File: config.mk
export PLATFORM = sky130hd
export DESIGN_NAME = nano_mem_arb
export DESIGN_NICKNAME = d
export VERILOG_FILES = /design/src/rtl/nano_rv32i_pkg.sv /design/src/rtl/nano_rr_arb2.sv /design/src/rtl/nano_mem_arb.sv
export SDC_FILE = /design/constraint.sdc
export NUM_CORES = 1
export LEC_CHECK = 0
export CORE_MARGIN = 5
export CORE_UTILIZATION = 38
export DETAILED_ROUTE_END_ITERATION = 16
export PLACE_DENSITY = 0.76
export SYNTH_ARGS = -nofsm -noshare
export SYNTH_HDL_FRONTEND = slang
export SYNTH_HIERARCHICAL = 1
export SYNTH_SLANG_ARGS = --single-unit
File: constraint.sdc
create_clock -name clk_i -period 2.75 [get_ports clk_i]
set_clock_uncertainty 0.1 [all_clocks]
set_input_delay 0.6875 -clock clk_i [delete_from_list [all_inputs] [get_ports clk_i]]
set_output_delay 0.6875 -clock clk_i [all_outputs]
set_load 0.03 [all_outputs]
File: src/rtl/nano_rv32i_pkg.sv
// -----------------------------------------------------------------------------
// nano_rv32i_pkg
// Shared definitions for the nano_rv32i memory arbiter.
//   - arb_state_e : arbiter FSM states (ST_IDLE / ST_BUSY / ST_RESP)
//   - arb_gnt_e   : grant codes (GNT_I = fetch port, GNT_D = data port)
//   - FETCH_BE    : byte enables used for every instruction fetch
//   - TIMEOUT_DATA: read data returned for an access aborted by timeout
//   - mem_cmd_t   : one captured memory command (we / be / addr / wdata)
//   - fetch_cmd() / data_cmd() build a mem_cmd_t from a master's inputs
// -----------------------------------------------------------------------------
package nano_rv32i_pkg;

    typedef enum logic [1:0] {
        ST_IDLE = 2'd0,
        ST_BUSY = 2'd1,
        ST_RESP = 2'd2
    } arb_state_e;

    // Grant code doubles as the bit index of that master in the request vector.
    typedef enum logic {
        GNT_I = 1'b0,
        GNT_D = 1'b1
    } arb_gnt_e;

    localparam logic [3:0]  FETCH_BE     = 4'hF;
    localparam logic [31:0] TIMEOUT_DATA = 32'h0000_0000;

    typedef struct packed {
        logic        we;
        logic [3:0]  be;
        logic [31:0] addr;
        logic [31:0] wdata;
    } mem_cmd_t;

    // Fetches are always full-word reads from the word-aligned address.
    function automatic mem_cmd_t fetch_cmd(input logic [31:0] addr);
        mem_cmd_t c;
        c.we    = 1'b0;
        c.be    = FETCH_BE;
        c.addr  = {addr[31:2], 2'b00};
        c.wdata = 32'h0000_0000;
        return c;
    endfunction

    // Data accesses go to memory exactly as the core presented them.
    function automatic mem_cmd_t data_cmd(input logic        we,
                                          input logic [3:0]  be,
                                          input logic [31:0] addr,
                                          input logic [31:0] wdata);
        mem_cmd_t c;
        c.we    = we;
        c.be    = be;
        c.addr  = addr;
        c.wdata = wdata;
        return c;
    endfunction

endpackage

File: src/rtl/nano_rr_arb2.sv
// -----------------------------------------------------------------------------
// nano_rr_arb2
// Combinational two-requester round-robin picker.
// Ports:
//   req[1:0]  in   request vector, indexed by grant code (bit0 = I, bit1 = D)
//   last_gnt  in   master granted most recently (flop lives in the parent)
//   gnt       out  chosen master (meaningful only when valid=1)
//   valid     out  at least one request present
// -----------------------------------------------------------------------------
module nano_rr_arb2
    import nano_rv32i_pkg::*;
(
    input  logic [1:0] req,
    input  arb_gnt_e   last_gnt,
    output arb_gnt_e   gnt,
    output logic       valid
);

    always_comb begin
        valid = |req;
        gnt   = last_gnt;
        case (req)
            2'b01:   gnt = GNT_I;
            2'b10:   gnt = GNT_D;
            // Contention: whoever did not win last time goes next.
            2'b11:   gnt = (last_gnt == GNT_I) ? GNT_D : GNT_I;
            default: gnt = last_gnt;
        endcase
    end

endmodule

File: src/rtl/nano_mem_arb.sv
// -----------------------------------------------------------------------------
// nano_mem_arb
// Two-master (instruction fetch / data load-store) single-port memory arbiter.
// A granted request is captured into the m_* registers, held on the memory bus
// until m_ack_i, then the winner gets a one-cycle ack with its read data.
// Throughput is one transaction every three cycles at best (IDLE-BUSY-RESP).
//
// Optional feature macro: NANO_ARB_TIMEOUT_EN
//   defined   : BUSY aborts after TIMEOUT_CYCLES cycles without m_ack_i;
//               ack is returned with err=1 and read data TIMEOUT_DATA.
//   undefined : i_err_o = d_err_o = 0, BUSY waits forever.
//
// Ports:
//   clk_i, rst_n_i            clock (rising edge), async active-low reset
//   i_req_i, i_addr_i         fetch request / byte address
//   i_data_o, i_ack_o, i_err_o fetch data, one-cycle ack, timeout flag
//   d_req_i, d_we_i, d_be_i,
//   d_addr_i, d_wdata_i       data request and command
//   d_rdata_o, d_ack_o, d_err_o load data, one-cycle ack, timeout flag
//   m_req_o, m_we_o, m_be_o,
//   m_addr_o, m_wdata_o       shared memory command (held until m_ack_i)
//   m_rdata_i, m_ack_i        memory response (ack honoured only in BUSY)
// -----------------------------------------------------------------------------
module nano_mem_arb
    import nano_rv32i_pkg::*;
#(
    parameter int TIMEOUT_CYCLES = 255
) (
    input  logic        clk_i,
    input  logic        rst_n_i,
    // fetch port
    input  logic        i_req_i,
    input  logic [31:0] i_addr_i,
    output logic [31:0] i_data_o,
    output logic        i_ack_o,
    output logic        i_err_o,
    // data port
    input  logic        d_req_i,
    input  logic        d_we_i,
    input  logic [3:0]  d_be_i,
    input  logic [31:0] d_addr_i,
    input  logic [31:0] d_wdata_i,
    output logic [31:0] d_rdata_o,
    output logic        d_ack_o,
    output logic        d_err_o,
    // memory port
    output logic        m_req_o,
    output logic        m_we_o,
    output logic [3:0]  m_be_o,
    output logic [31:0] m_addr_o,
    output logic [31:0] m_wdata_o,
    input  logic [31:0] m_rdata_i,
    input  logic        m_ack_i
);

    arb_state_e  r_state;
    arb_state_e  w_state_next;
    // Updated on every grant, so it also names the master currently in flight.
    arb_gnt_e    r_last_gnt;
    arb_gnt_e    w_arb_gnt;
    logic        w_arb_valid;

    logic        w_capture;
    logic        w_complete;
    logic        w_abort;
    logic        w_timeout_hit;

    mem_cmd_t    r_cmd;
    mem_cmd_t    w_cmd_sel;
    logic        r_m_req;
    logic        r_i_ack;
    logic        r_d_ack;
    logic [31:0] r_i_data;
    logic [31:0] r_d_rdata;

    nano_rr_arb2 u_rr_arb2 (
        .req      ({d_req_i, i_req_i}),
        .last_gnt (r_last_gnt),
        .gnt      (w_arb_gnt),
        .valid    (w_arb_valid)
    );

    always_comb begin
        if (w_arb_gnt == GNT_D) begin
            w_cmd_sel = data_cmd(d_we_i, d_be_i, d_addr_i, d_wdata_i);
        end else begin
            w_cmd_sel = fetch_cmd(i_addr_i);
        end
    end

    // -------------------------------------------------------------------------
    // FSM
    // -------------------------------------------------------------------------
    always_ff @(posedge clk_i or negedge rst_n_i) begin
        if (!rst_n_i) begin
            r_state <= ST_IDLE;
        end else begin
            r_state <= w_state_next;
        end
    end

    always_comb begin
        w_state_next = r_state;
        w_capture    = 1'b0;
        w_complete   = 1'b0;
        w_abort      = 1'b0;
        case (r_state)
            ST_IDLE: begin
                if (w_arb_valid) begin
                    w_capture    = 1'b1;
                    w_state_next = ST_BUSY;
                end
            end
            ST_BUSY: begin
                // A memory ack in the timeout cycle is a normal completion.
                if (m_ack_i) begin
                    w_complete   = 1'b1;
                    w_state_next = ST_RESP;
                end else if (w_timeout_hit) begin
                    w_abort      = 1'b1;
                    w_state_next = ST_RESP;
                end
            end
            ST_RESP: begin
                // Requests are deliberately not looked at here: the master
                // only drops its request after seeing the ack.
                w_state_next = ST_IDLE;
            end
            default: begin
                w_state_next = ST_IDLE;
            end
        endcase
    end

    // -------------------------------------------------------------------------
    // Datapath / registered outputs
    // -------------------------------------------------------------------------
    always_ff @(posedge clk_i or negedge rst_n_i) begin
        if (!rst_n_i) begin
            r_last_gnt <= GNT_I;
            r_cmd      <= '0;
            r_m_req    <= 1'b0;
            r_i_ack    <= 1'b0;
            r_d_ack    <= 1'b0;
            r_i_data   <= 32'h0000_0000;
            r_d_rdata  <= 32'h0000_0000;
        end else begin
            if (w_capture) begin
                r_cmd      <= w_cmd_sel;
                r_last_gnt <= w_arb_gnt;
            end

            if (w_capture) begin
                r_m_req <= 1'b1;
            end else if (w_complete || w_abort) begin
                r_m_req <= 1'b0;
            end

            // Set only on the BUSY->RESP transition, so each ack is one cycle.
            r_i_ack <= (w_complete || w_abort) && (r_last_gnt == GNT_I);
            r_d_ack <= (w_complete || w_abort) && (r_last_gnt == GNT_D);

            // Stores never touch d_rdata_o; read data is held between accesses.
            if (w_complete) begin
                if (r_last_gnt == GNT_I) begin
                    r_i_data <= m_rdata_i;
                end else if (!r_cmd.we) begin
                    r_d_rdata <= m_rdata_i;
                end
            end else if (w_abort) begin
                if (r_last_gnt == GNT_I) begin
                    r_i_data <= TIMEOUT_DATA;
                end else if (!r_cmd.we) begin
                    r_d_rdata <= TIMEOUT_DATA;
                end
            end
        end
    end

`ifdef NANO_ARB_TIMEOUT_EN
    // At least 8 bits, wide enough to hold TIMEOUT_CYCLES itself.
    localparam int CNT_W = ($clog2(TIMEOUT_CYCLES + 1) > 8) ? $clog2(TIMEOUT_CYCLES + 1) : 8;

    logic [CNT_W-1:0] r_cnt;
    logic [CNT_W-1:0] w_cnt_inc;
    logic             r_i_err;
    logic             r_d_err;

    // r_cnt counts completed ack-less BUSY cycles; the abort happens in the
    // BUSY cycle that would bring it to TIMEOUT_CYCLES.
    assign w_cnt_inc     = r_cnt + CNT_W'(1);
    assign w_timeout_hit = (w_cnt_inc == CNT_W'(TIMEOUT_CYCLES));

    always_ff @(posedge clk_i or negedge rst_n_i) begin
        if (!rst_n_i) begin
            r_cnt   <= '0;
            r_i_err <= 1'b0;
            r_d_err <= 1'b0;
        end else begin
            if (w_capture) begin
                r_cnt <= '0;
            end else if ((r_state == ST_BUSY) && !m_ack_i) begin
                r_cnt <= w_cnt_inc;
            end
            r_i_err <= w_abort && (r_last_gnt == GNT_I);
            r_d_err <= w_abort && (r_last_gnt == GNT_D);
        end
    end

    assign i_err_o = r_i_err;
    assign d_err_o = r_d_err;
`else
    // No watchdog in this build; the parameter is kept so both builds share
    // one interface.
    assign w_timeout_hit = 1'b0 && (TIMEOUT_CYCLES > 0);
    assign i_err_o       = 1'b0;
    assign d_err_o       = 1'b0;
`endif

    assign i_data_o  = r_i_data;
    assign i_ack_o   = r_i_ack;
    assign d_rdata_o = r_d_rdata;
    assign d_ack_o   = r_d_ack;
    assign m_req_o   = r_m_req;
    assign m_we_o    = r_cmd.we;
    assign m_be_o    = r_cmd.be;
    assign m_addr_o  = r_cmd.addr;
    assign m_wdata_o = r_cmd.wdata;

endmodule
==> results of run 1 <==
[flip-flops by register name (all words and copies together), names as in the netlist]
| register | flops |
|---|---|
| r_last_gnt | 1 |
| m_addr_o | 32 |
| i_ack_o | 1 |
| r_state | 2 |
| m_req_o | 1 |
| m_we_o | 1 |
| m_wdata_o | 32 |
| d_ack_o | 1 |
| m_be_o | 4 |
| d_rdata_o | 32 |
| i_data_o | 32 |
[cells in the mapped netlist, types with 3 or more instances]
master / n / area (sq um)
a31oi_1: 4 / 25.0
buf_2: 11 / 55.1
buf_4: 5 / 37.5
buf_6: 8 / 90.1
clkbuf_1: 7 / 26.3
dfrtp_1: 139 / 3480
inv_1: 7 / 26.3
mux2_1: 3 / 33.8
mux2_2: 61 / 687
mux2i_1: 31 / 310
nand2_1: 103 / 387
nand3_1: 35 / 175
nor2_1: 6 / 22.5
o21ai_0: 27 / 135
o21ai_1: 4 / 20.0
[metal layers]
layer | part of all wire (%) | track usage (%) | routed length [um] | vias up
met5 | 0 | 0 | 0 | -
met4 | 1.7 | 7.03 | 260 | 0
met3 | 8.0 | 6.77 | 1230 | 24
met2 | 50 | 30.1 | 7740 | 181
met1 | 40 | 21.0 | 6260 | 2099
li1 | - | - | - | 2089
[layout make-up]
type                    count  share of cell area (%)
clock inverters            12                    1.77
repair buffers            280                    31.4
multi-input cells         283                    20.9
inverters                   7                   0.289
well taps                 184                    2.53
flip-flops and latches    139                    38.2
clock buffers              20                    4.91
[cell families after synthesis]
group	count (synthesis)	synth area share, %
and+or+nand+nor	150	11.8
buffers and inverters	38	4.20
other	1	0.0670
DFF	139	62.2
AOI/OAI and AO/OA	36	3.35
muxes	95	18.4
[power groups by stage]
stage	clock (mW)	combinational [mW]	sequential [mW]
after floorplan	0	1.31	5.42
after global placement	0	5.71	3.52
after detailed placement	0	5.81	3.57
after CTS	2.39	5.82	3.54
after global routing	2.48	6.03	3.66
final	2.33	5.74	3.53
[worst paths after layout]
check | startpoint | cells past startpoint | end
worst max-delay path | m_we_o$_DFFE_PN0P_ | 1 | m_we_o
worst min-delay path | rst_n_i | 1 | i_data_o[16]$_DFFE_PN0P_
worst max register to register | r_state[0]$_DFFE_PN0P_ | 4 | d_rdata_o[11]$_DFFE_PN0P_
max in group asynchronous | rst_n_i | 2 | m_wdata_o[22]$_DFFE_PN0P_
worst min register to register | m_wdata_o[6]$_DFFE_PN0P_ | 2 | m_wdata_o[6]$_DFFE_PN0P_
min in group clk_i | m_wdata_o[6]$_DFFE_PN0P_ | 2 | m_wdata_o[6]$_DFFE_PN0P_
==> results.json, run 1 <==
{
  "rows": 44,
  "cts-resized-gates": 0,
  "wl_per_cell_um": 16.7,
  "ant_nets": 0,
  "cp-start-kind": "flip-flop",
  "p_leak_nw": 4.04,
  "layout_common_cells": "clkdlybuf4s50_1, dfrtp_1, nand2_1",
  "final_cell_area_sq_mm": 0.00911,
  "fill_cells": 1141,
  "r2r_slack_ns": 1.07,
  "fin_crit_ns": 2.37,
  "vias": 4393,
  "yosys_warnings": 6,
  "setup_tns_ns": 0,
  "cap_viol_max_count": 0,
  "grt_pass1_vias": 4663,
  "path_max_fanout": 3,
  "synthDistinctLibCells": 23,
  "track_usage_pct": 18.0,
  "cp_cell_sequence": "clkdlybuf4s50_1",
  "clockRootBuffer": "clkbuf_16",
  "area_growth_pct": 62.7,
  "post-route-period-util_pct": 86.3,
  "path_class": "reg -> out",
  "hold_viol": 0,
  "multi_input_area_sq_mm": 0.00191,
  "ir_drop_v": 0.000504,
  "layoutNonFillerInstCount": 925,
  "max_freq_mhz": 421,
  "worst_slew_pin_slew_ns": 0.501,
  "p_per_area_mw_per_mm2": 1270,
  "route.detailed.drc": 0,
  "clk_pin_slew_worst_paths_ns": 0.06,
  "hold_class": "in -> async",
  "drive_gt1_share_pct": 14.4,
  "synth.cell_area_sq_mm": 0.00560,
  "num-nets-final": 866,
  "antenna_found_initial": 0,
  "pre_cts_ws_ns": 0.190,
  "fin_ws_ns": 0.377,
  "firstDrtPassIters": 5,
  "postSynthAreaPerCell_sq_um": 12.2,
  "die_x_um": 131,
  "yosys_register_bits": 139,
  "outcome": "finished, final reports clean",
  "combPwrFrac_pct": 49.5,
  "synth-edff-count": 0,
  "end_kind": "primary output",
  "synth-seq-area-share_pct": 62.2,
  "postCtsHoldBufs": 0,
  "cp_top_family": "buffers and inverters",
  "grt_setup_unrepaired": "false",
  "dp_cells": 893,
  "cts_setup_buffers": 0,
  "grt_pass1_wl_um": 25000,
  "core-area_sq_mm": 0.0145,
  "die_h_um": 131,
  "avgViaCountPerCell": 4.75,
  "switching_share_pct": 39.9,
  "htreeDepth": 4,
  "slew_headroom_pct": 66.6,
  "fin_util_pct": 62.9,
  "switching_power_mw": 4.63,
  "drtIter0Drc": 220,
  "clock_sinks": 139,
  "clk_latency_ns": 0.41,
  "p_int_mw": 6.96,
  "cts_tree": "done",
  "num_io_pins": 276,
  "synthCells": 459,
  "slew_violations": 0,
  "cts_buffer_depth": 2,
  "hpwl_um": 11700,
  "crit_path_max_incr_delay_ns": 0.73,
  "power.share.sequential_pct": 30.4,
  "final_common_cell": "clkdlybuf4s50_1",
  "hold_slack_ns": 0.0513,
  "placed_area_sq_mm": 0.00850,
  "drt_wl_total_um": 15500,
  "power.share.clock_pct": 20.1,
  "dieArea_sq_mm": 0.0173,
  "numPortBuffers": 271,
  "seq_area_sq_mm": 0.00348,
  "grt.overflow.total": 0,
  "cp.arrival_ns": 1.59,
  "setup_viol": 0,
  "gp_congestion": 0.761,
  "cp.required_ns": 1.96,
  "p_total_mw": 11.6,
  "numCtsBuffers": 17,
  "path_buf_inv": 1,
  "grt_start_max_net_pins": 62,
  "ys_async_sr_fraction_pct": 100,
  "cp_slowest_cell": "clkdlybuf4s50_1",
  "synth_ff_type": "dfrtp_1",
  "diodes": 0,
  "start_util_pct": 38.6
}
(Power assumes the default switching activity.)
==> run 2: changes to the inputs <==
--- a/config.mk
+++ b/config.mk
@@ -5,8 +5,10 @@
 export SDC_FILE = /design/constraint.sdc
 export NUM_CORES = 1
 export LEC_CHECK = 0
+export CAP_MARGIN = 20
 export CORE_MARGIN = 5
 export CORE_UTILIZATION = 38
+export CTS_CLUSTER_DIAMETER = 60
 export DETAILED_ROUTE_END_ITERATION = 16
 export PLACE_DENSITY = 0.76
 export SYNTH_ARGS = -nofsm -noshare
==> results of run 2 <==
The final DEF is identical to that of run 1; final timing and power are the same.
==> RTL change: new RTL, flow settings as in run 1 <==
The option `NANO_ARB_TIMEOUT_EN` is turned on by a define.
--- a/src/rtl/nano_mem_arb.sv
+++ b/src/rtl/nano_mem_arb.sv
@@ -21,6 +21,8 @@
 //   m_addr_o, m_wdata_o       shared memory command (held until m_ack_i)
 //   m_rdata_i, m_ack_i        memory response (ack honoured only in BUSY)
 // -----------------------------------------------------------------------------
+`define NANO_ARB_TIMEOUT_EN
+
 module nano_mem_arb
     import nano_rv32i_pkg::*;
 #(
Function: same outputs for any inputs over 4 cycles, from zero or initial values and one cycle with rst_n_i low; that may be too few to reach the edited logic, so the function may still have changed.
==> RTL change against run 1 <==
Combinational power up 3%. Power up 2.9%. Maximum frequency is 1.7% higher. Count of clock-buffer cells in the layout fell by 1. Die area grew 8.2%. Sequential cell count is 10 higher. Setup slack improved by 0.039 ns. Final cell count rose by 11%. Cell area grew 6.5%. Wire length rose by 21%. Worst hold slack better by 0.10 ns. Synthesized area increased by 8.9%. Largest cell class unchanged.
==> RTL change: results (changes against run 1) <==
status = completed (unchanged)
adder-cell area share of the yosys netlist = 0.00411 (was 0)
xor/xnor cell area share of the yosys netlist = 0.00287 (was 0)
final period utilization = 0.849 (was 0.863)
Compound-Gate Fraction of Synth Area = 0.165 (was 0.0335)
top cells by count, synth = dfrtp_1, nand2_1, a32o_1 (was dfrtp_1, nand2_1, mux2_2)
worst hold slack = 0.156 ns (was 0.0513 ns)
Worst R2R End = i_err_o (was d_rdata_o[11])
layout net count = 939 (was 866)
Sw Ratio = 0.416 (was 0.399)
R2R depth = 5 (was 4)
Post-Place Worst Slack = 0.306 ns (was 0.190 ns)
share of cells above drive strength 1 = 0.0764 (was 0.144)
mux contribution to synthesized area = 0.0548 (was 0.184)
main combinational cell family by area after synthesis = compound AO/OA/AOI/OAI gates (was multiplexers)
worst slew pin tran = 0.648 ns (was 0.501 ns)
Final Routed Wirelength = 18800 um (was 15500 um)
gpl congestion = 0.777 (was 0.761)
DP HPWL = 13900 um (was 11700 um)
total track usage = 0.200 (was 0.180)
vias in the first global route = 5606 (was 4663)
Worst EP arrival = 1.55 ns (was 1.59 ns)
first-pass GRT wire length = 29200 um (was 25000 um)
Worst R2R Start = r_cnt[0] (was r_state[0])
Area contributors post-synth = dfrtp_1, a32o_1, mux2i_1 (was dfrtp_1, mux2_2, nand2_1)
drt via density = 5.20 (was 4.75)
RTL change: changes by cell type after synthesis, sizes merged, moves of 21 or more:
cell / delta
a32o: +64
mux2: -64
nor2: +35
a21oi: +32
nand2: -25
clkbuf: +22
o21ai: -21
RTL change: through the flow:
step	std cells	utilization	instance area, um2
global route	1028	0.613	9700
floorplan	537	-	6090
finish	1028	0.613	9700
global placement	996	0.575	9110
detailed placement	996	0.575	9110
CTS	1028	0.613	9700
RTL change: kinds of logic after synthesis:
logic type / Yosys count
fa+ha+maj: 2
flops: 149
simple gates: 173
mux: 33
compound gates: 123
buf+inv: 55
xor+xnor: 2
RTL change: layout make-up:
class / instances / area (um2)
Inverter: 10 / 37.5
Clock inverter: 13 / 136
Timing Repair Buffer: 288 / 2900
Fill cell: 1266 / 6130
Tap cell: 216 / 270
Clock buffer: 19 / 453
Sequential cell: 149 / 3730
Multi-Input combinational cell: 333 / 2170
RTL change: power by group through the flow:
stage / combinational, uW / clock [uW] / sequential (uW)
floorplan: 1390 / 0 / 5550
global placement: 5840 / 0 / 3710
detailed placement: 5970 / 0 / 3780
CTS: 5990 / 2340 / 3750
global route: 6250 / 2430 / 3860
finish: 5910 / 2290 / 3730
RTL change: how the worst max path moves through the flow:
stage | start | endpoint | cells after the start
2_1_floorplan | i_req_i | m_addr_o[22] | 5
3_3_place_gp | i_req_i | m_be_o[3] | 6
3_5_place_dp | i_req_i | m_addr_o[12] | 6
4_1_cts | m_we_o | m_we_o | 1
5_1_grt | m_we_o | m_we_o | 1
6_report | m_we_o | m_we_o | 1
RTL change: routing by layer:
metal / GRT usage / vias to the layer above / part of all wire
li1: - / 2481 / -
met1: 0.222 / 2569 / 0.36
met2: 0.344 / 271 / 0.50
met3: 0.0813 / 29 / 0.11
met4: 0.0722 / 0 / 0.024
met5: 0 / - / 0
